==> config.mk <==
export PLATFORM = sky130hd
export DESIGN_NAME = imm_gen_pipe
export DESIGN_NICKNAME = d
export VERILOG_FILES = /design/src/rtl/imm_gen_pkg.sv /design/src/rtl/imm_gen_core.sv /design/src/rtl/imm_gen_pipe.sv
export SDC_FILE = /design/constraint.sdc
export NUM_CORES = 1
export LEC_CHECK = 0
export CAP_MARGIN = 20
export CORE_MARGIN = 2
export CORE_UTILIZATION = 35
export CTS_CLUSTER_SIZE = 25
export DETAILED_ROUTE_END_ITERATION = 16
export PLACE_DENSITY_LB_ADDON = 0.12
export SETUP_SLACK_MARGIN = 0.4
export SKIP_LAST_GASP = 1
export SLEW_MARGIN = 20
export SYNTH_ARGS = -nofsm -noshare
export SYNTH_HDL_FRONTEND = slang
export SYNTH_SLANG_ARGS = --single-unit
==> constraint.sdc <==
create_clock -name clk_in -period 3.9 [get_ports clk_in]
set_input_delay 0.585 -clock clk_in [delete_from_list [all_inputs] [get_ports clk_in]]
set_output_delay 0.585 -clock clk_in [all_outputs]
set_load 0.03 [all_outputs]
==> src/rtl/imm_gen_pkg.sv <==
// Shared immediate type codes, RISC-V opcodes, skid-buffer states and opcode decoder.
// Optional macro IMM_GEN_ZICSR_EN: SYSTEM opcode decodes to the Z (zimm) type instead of I.
package imm_gen_pkg;

    localparam logic [2:0] IMM_R  = 3'b000;
    localparam logic [2:0] IMM_I  = 3'b001;
    localparam logic [2:0] IMM_S  = 3'b010;
    localparam logic [2:0] IMM_B  = 3'b011;
    localparam logic [2:0] IMM_U  = 3'b100;
    localparam logic [2:0] IMM_J  = 3'b101;
    localparam logic [2:0] IMM_Z  = 3'b110;
    localparam logic [2:0] IMM_I2 = 3'b111;

    localparam logic [6:0] OPC_LOAD      = 7'b0000011;
    localparam logic [6:0] OPC_OP_IMM    = 7'b0010011;
    localparam logic [6:0] OPC_JALR      = 7'b1100111;
    localparam logic [6:0] OPC_OP_IMM_32 = 7'b0011011;
    localparam logic [6:0] OPC_STORE     = 7'b0100011;
    localparam logic [6:0] OPC_BRANCH    = 7'b1100011;
    localparam logic [6:0] OPC_LUI       = 7'b0110111;
    localparam logic [6:0] OPC_AUIPC     = 7'b0010111;
    localparam logic [6:0] OPC_JAL       = 7'b1101111;
    localparam logic [6:0] OPC_SYSTEM    = 7'b1110011;
    localparam logic [6:0] OPC_OP        = 7'b0110011;
    localparam logic [6:0] OPC_OP_32     = 7'b0111011;

    typedef enum logic [1:0] {
        StEmpty = 2'd0,
        StOne   = 2'd1,
        StFull  = 2'd2
    } skid_state_e;

    // Returns {illegal, type}; unknown opcodes resolve to R and flag illegal.
    function automatic logic [3:0] decode_opcode(input logic [6:0] opcode);
        logic [2:0] ty;
        logic       ill;
        ty  = IMM_R;
        ill = 1'b0;
        case (opcode)
            OPC_LOAD, OPC_OP_IMM, OPC_JALR, OPC_OP_IMM_32: ty = IMM_I;
            OPC_STORE:                                     ty = IMM_S;
            OPC_BRANCH:                                    ty = IMM_B;
            OPC_LUI, OPC_AUIPC:                            ty = IMM_U;
            OPC_JAL:                                       ty = IMM_J;
`ifdef IMM_GEN_ZICSR_EN
            OPC_SYSTEM:                                    ty = IMM_Z;
`else
            OPC_SYSTEM:                                    ty = IMM_I;
`endif
            OPC_OP, OPC_OP_32:                             ty = IMM_R;
            default:                                       ill = 1'b1;
        endcase
        return {ill, ty};
    endfunction

endpackage

==> src/rtl/imm_gen_core.sv <==
// Combinational immediate builder: instruction bits + type code -> sign-extended XLEN immediate.
// Optional macro IMM_GEN_ZICSR_EN: type Z yields zero-extended zimm, otherwise it is illegal.
module imm_gen_core
    import imm_gen_pkg::*;
#(
    parameter int unsigned XLEN = 32
) (
    input  logic [31:7]     instr_i,
    input  logic [2:0]      imm_type_i,
    output logic [XLEN-1:0] imm_o,
    output logic            illegal_o
);

    always_comb begin
        imm_o     = '0;
        illegal_o = 1'b0;
        case (imm_type_i)
            IMM_I, IMM_I2: imm_o = XLEN'($signed(instr_i[31:20]));
            IMM_S:         imm_o = XLEN'($signed({instr_i[31:25], instr_i[11:7]}));
            IMM_B:         imm_o = XLEN'($signed({instr_i[31], instr_i[7], instr_i[30:25],
                                                  instr_i[11:8], 1'b0}));
            // Sign-extending the 32-bit value keeps RV64 LUI semantics.
            IMM_U:         imm_o = XLEN'($signed({instr_i[31:12], 12'h000}));
            IMM_J:         imm_o = XLEN'($signed({instr_i[31], instr_i[19:12], instr_i[20],
                                                  instr_i[30:21], 1'b0}));
`ifdef IMM_GEN_ZICSR_EN
            IMM_Z:         imm_o = XLEN'(instr_i[19:15]);
`else
            IMM_Z:         illegal_o = 1'b1;
`endif
            default:       imm_o = '0;
        endcase
    end

endmodule

==> src/rtl/imm_gen_pipe.sv <==
// Registered immediate generator with valid/ready input and a 2-entry skid buffer on the output.
// Optional macro IMM_GEN_ZICSR_EN (see imm_gen_core / imm_gen_pkg) enables zimm generation.
module imm_gen_pipe
    import imm_gen_pkg::*;
#(
    parameter int unsigned XLEN        = 32,
    parameter int unsigned TAG_W       = 32,
    parameter bit          AUTO_DECODE = 1'b0
) (
    input  logic             clk_in,
    input  logic             rst_n_in,
    input  logic             in_valid_in,
    output logic             in_ready_out,
    input  logic [31:0]      instr_in,
    input  logic [2:0]       imm_type_in,
    input  logic [TAG_W-1:0] tag_in,
    output logic             out_valid_out,
    input  logic             out_ready_in,
    output logic [XLEN-1:0]  imm_out,
    output logic [2:0]       imm_type_out,
    output logic [TAG_W-1:0] tag_out,
    output logic             illegal_out
);

    logic [2:0]      dec_type, res_type;
    logic            dec_illegal, core_illegal, res_illegal;
    logic [XLEN-1:0] core_imm;

    assign {dec_illegal, dec_type} = decode_opcode(instr_in[6:0]);
    assign res_type                = AUTO_DECODE ? dec_type : imm_type_in;
    assign res_illegal             = core_illegal | (AUTO_DECODE & dec_illegal);

    imm_gen_core #(
        .XLEN (XLEN)
    ) u_core (
        .instr_i    (instr_in[31:7]),
        .imm_type_i (res_type),
        .imm_o      (core_imm),
        .illegal_o  (core_illegal)
    );

    skid_state_e     state_q, state_d;
    logic            in_ready_q;
    logic [XLEN-1:0] main_imm_q, skid_imm_q;
    logic [2:0]      main_type_q, skid_type_q;
    logic [TAG_W-1:0] main_tag_q, skid_tag_q;
    logic            main_ill_q, skid_ill_q;
    logic            accept, pop, load_main, load_skid, skid_to_main;

    assign accept = in_valid_in & in_ready_q;
    assign pop    = out_valid_out & out_ready_in;

    always_comb begin
        state_d      = state_q;
        load_main    = 1'b0;
        load_skid    = 1'b0;
        skid_to_main = 1'b0;
        case (state_q)
            StEmpty: begin
                if (accept) begin
                    state_d   = StOne;
                    load_main = 1'b1;
                end
            end
            StOne: begin
                if (accept && !pop) begin
                    state_d   = StFull;
                    load_skid = 1'b1;
                end else if (accept && pop) begin
                    load_main = 1'b1;
                end else if (pop) begin
                    state_d = StEmpty;
                end
            end
            StFull: begin
                if (pop) begin
                    state_d      = StOne;
                    skid_to_main = 1'b1;
                end
            end
            default: state_d = StEmpty;
        endcase
    end

    always_ff @(posedge clk_in) begin
        if (!rst_n_in) begin
            state_q     <= StEmpty;
            in_ready_q  <= 1'b1;
            main_imm_q  <= '0;
            main_type_q <= '0;
            main_tag_q  <= '0;
            main_ill_q  <= 1'b0;
            skid_imm_q  <= '0;
            skid_type_q <= '0;
            skid_tag_q  <= '0;
            skid_ill_q  <= 1'b0;
        end else begin
            state_q    <= state_d;
            in_ready_q <= (state_d != StFull);
            if (load_main) begin
                main_imm_q  <= core_imm;
                main_type_q <= res_type;
                main_tag_q  <= tag_in;
                main_ill_q  <= res_illegal;
            end else if (skid_to_main) begin
                main_imm_q  <= skid_imm_q;
                main_type_q <= skid_type_q;
                main_tag_q  <= skid_tag_q;
                main_ill_q  <= skid_ill_q;
            end
            if (load_skid) begin
                skid_imm_q  <= core_imm;
                skid_type_q <= res_type;
                skid_tag_q  <= tag_in;
                skid_ill_q  <= res_illegal;
            end
        end
    end

    assign in_ready_out  = in_ready_q;
    assign out_valid_out = (state_q != StEmpty);
    assign imm_out       = main_imm_q;
    assign imm_type_out  = main_type_q;
    assign tag_out       = main_tag_q;
    assign illegal_out   = main_ill_q;

endmodule

==> key figures <==
Run status
  – Status: finished clean

Pwr
  – Power density relative to cell area: roughly 500 nW/um^2
  – Worst supply voltage drop on vdd: 0.306 mV
  – Comb pwr share: 0.174
  – Sw Ratio: 0.268
  – Clock group share of total power: 0.447
  – Total net switching power: between 1 and 1.5 mW
  – Cell internal pwr: 3.01 mW
  – Static Leak: roughly 2.9 nW
  – Register share of total power: 0.379

Synthesis
  – Most used flip-flop cell after synthesis: sky130_fd_sc_hd__dfxtp_1
  – Synth top cells by count: sky130_fd_sc_hd__nand2_1, sky130_fd_sc_hd__dfxtp_1, sky130_fd_sc_hd__a21oi_1, sky130_fd_sc_hd__nor2_1, sky130_fd_sc_hd__a311oi_1
  – Number of synthesized flops with an enable pin: 0
  – Portion of synthesized cell area occupied by the leading cell type: 0.458
  – Cell with the most instances after synthesis: sky130_fd_sc_hd__nand2_1
  – Register area share after synthesis: 0.458
  – Syn Nets: 830
  – Main combinational cell family by area after synthesis: compound AO/OA/AOI/OAI gates
  – Register bit count reported by yosys: 139
  – Share of the synthesized area in compound gates (AO/OA/AOI/OAI): 0.252
  – Average cell area after synthesis: 8.00 sq um
  – Xor/xnor cell area share of the yosys netlist: 0
  – Proportion of synthesized area in mux cells: 0.00660
  – Simple-gate area share of the yosys netlist: 0.217
  – Number of distinct library cells after synthesis: 48
  – Most area-hungry cell type in the Yosys netlist: sky130_fd_sc_hd__dfxtp_1
  – Synthesized-area fraction occupied by adder cells: 0
  – Cells taking the most area after synthesis: sky130_fd_sc_hd__dfxtp_1, sky130_fd_sc_hd__nand2_1, sky130_fd_sc_hd__a21oi_1
  – Synth async-reset ratio: 0
  – Mapped Area: roughly 6100 sq um
  – Instance count of the mapped netlist: 759
  – Ys Warns: 0

Setup path
  – Number of buffers and inverters on the critical path: 2
  – Endpoint class of the critical path: flop
  – Critical Path Source Type: input port
  – Cell with the biggest individual delay on the critical path: sky130_fd_sc_hd__clkdlybuf4s50_1
  – Worst path top cell family by delay: buffers and inverters
  – Biggest fanout along the worst timing path: 37
  – Largest stage delay on the critical path: 820 ps
  – Data required, critical path: 4200 ps
  – Ordered list of cells on the worst path: clkdlybuf4s50_1, nand2b_1, buf_4, nand2_2, o31ai_1, a21oi_1
  – WS Path Type: input port to flop
  – Data arrival time of the critical path: 3060 ps

Clock tree
  – Clock latency on the worst-skew pair: between 400 and 500 ps
  – Number of buffers inserted by post-CTS setup repair: 0
  – Number of buffers on the longest clock path: 2
  – Cts bufs inserted: 17
  – Cell at the root of the clock tree: sky130_fd_sc_hd__clkbuf_16
  – TritonCTS clock tree: done
  – H-tree depth: 4
  – Clock Pin Slew Worst Setup and Hold Paths: around 60 ps
  – Hold-fix buffers, CTS: 0
  – Number of gates given a new drive strength after cts: 0
  – Clock sinks: between 100 and 150

Run
  – Max-Cap Viols: 0

Layout
  – Number of antenna repair diodes: 0
  – Final core utilization: 0.479
  – Ratio of cells with drive above 1 in the final layout: 0.0680
  – Area grow syn2layout: 35.1%
  – Final instance area: between 8000 and 9000 sq um
  – Total Nets Final: about 930

Placement
  – Detailed placer's ending HPWL: between 10000 and 15000 um
  – Placed Instance Area: approximately 7500 sq um
  – Pre-CTS WS: roughly 740 ps
  – Port bufs: 133
  – Final weighted congestion in routability-driven placement: slightly below 0.8

Min path
  – Path class of the lowest-slack min-delay path: flop to flop

STA
  – Upper clock frequency limit: around 0.36 GHz
  – Post-route clock period utilization: 0.710
  – Setup repair after global routing missed its margin: no
  – Worst clock skew: between 6 and 7 ps
  – Final WS setup: 1130 ps
  – Post-route setup TNS: 0 ps
  – Slew Limit Fails: 0
  – Setup violation total in the final timing report: 0
  – Final number of hold-violating endpoints: 0
  – Actual slew at the worst max-slew pin: between 1000 and 1500 ps
  – Relative slew margins: 0.310
  – Final Critical Period: roughly 2800 ps

Floorplanning
  – Area of the core region: between 15000 and 20000 sq um
  – Placement Rows: between 40 and 50
  – Num ports: between 100 and 150
  – Area enclosed by the die boundary: about 18000 sq um
  – Die boundary width: roughly 140 um
  – Height of the die: about 140 um
  – Initial cell density of the core: 0.355

Drt
  – Average detailed-routed wire length per instance: 15.6 um
  – Vias: approximately 5700
  – Post-route DRC violation count: 0
  – Total wire length: about 17000 um
  – DRT iter0 DRCs: around 360
  – Count of antenna-violating nets left after detailed routing: 0
  – Per-cell via count in the routed design: about 5.2
  – Drt first pass iters: 5

Global routing
  – Maximum number of pins on one net before global-route repair: 88
  – GRT Overall Usage: 0.187
  – First-pass GRT wire length: about 27000 um
  – Via count of the first global-routing pass: 5332
  – Overflow after GRT: 0
  – Antenna violations before repair: 0
-- per-stage QoR --
step                      hold WS (ps)  std cells  total power, mW
final                              447       1093             4.11
after global routing               464       1093             4.28
after CTS                          448       1093             4.15
after detailed placement           442       1061             2.30
after global placement             435       1061             2.29
after floorplan                    427        759             2.01
-- tightest hold or removal path, stage by stage, from the launching register on --
cell and delay, ps:
sky130_fd_sc_hd__dfxtp_1 300, sky130_fd_sc_hd__nand2_1 50, sky130_fd_sc_hd__a21oi_1 50
-- registers in the layout (all words and copies together), names as in the netlist --
| register | count |
|---|---|
| imm_out | 32 |
| skid_imm_q | 32 |
| skid_tag_q | 32 |
| tag_out | 32 |
| imm_type_out | 3 |
| skid_type_q | 3 |
| state_q | 2 |
| illegal_out | 1 |
| in_ready_out | 1 |
| skid_ill_q | 1 |
-- power groups by stage --
stage	clock network, mW	logic (mW)	registers [mW]
finish	1.84	0.715	1.56
detailed placement	0	0.716	1.59
global route	1.95	0.772	1.57
CTS	1.88	0.718	1.56
floorplan	0	0.309	1.70
global placement	0	0.709	1.58
-- logic make-up after synthesis --
group | after synthesis
buffers and inverters | 88
muxes | 4
DFF | 139
and+or+nand+nor | 298
AOI/OAI and AO/OA | 230
-- per-layer routing --
layer  wire [um]  up-vias  GRT usage
met5           0        -          0
met4         291        0     0.0718
met3         877       17     0.0423
met2        7790      139      0.291
met1        8090     2699      0.253
li1            -     2844          -
-- path summary, 6_finish.rpt --
kind                                    start             end  slack, ps  depth (start not counted)
worst max register to register     state_q[0]  skid_imm_q[21]       1500                          5
worst max-delay path             out_ready_in     imm_out[29]       1130                          6
worst min-delay path            skid_imm_q[5]   skid_imm_q[5]        450                          2
worst min register to register  skid_imm_q[5]   skid_imm_q[5]        450                          2
-- placed cells by master (no fill, tap or decap), drive strengths merged, types with 11 or more instances in the layout --
| cell | instances |
|---|---|
| nand2 | 187 |
| dfxtp | 139 |
| clkdlybuf4s50 | 133 |
| a21oi | 86 |
| nor2 | 50 |
| a311oi | 36 |
| and2 | 20 |
| o21ai | 19 |
| clkbuf | 18 |
| inv | 18 |
| a211oi | 17 |
| buf | 16 |
| o22ai | 15 |
| o31ai | 13 |
| nor3 | 11 |
-- layout make-up --
class,instances,area [sq um]
fill,1672,8920
multi-input combinational,532,2900
sequential,139,2780
timing repair buffer,149,1500
clock buffer,18,429
tap,225,282
clock inverter,14,243
inverter,16,62.6
Power figures use the tool's default switching activity.
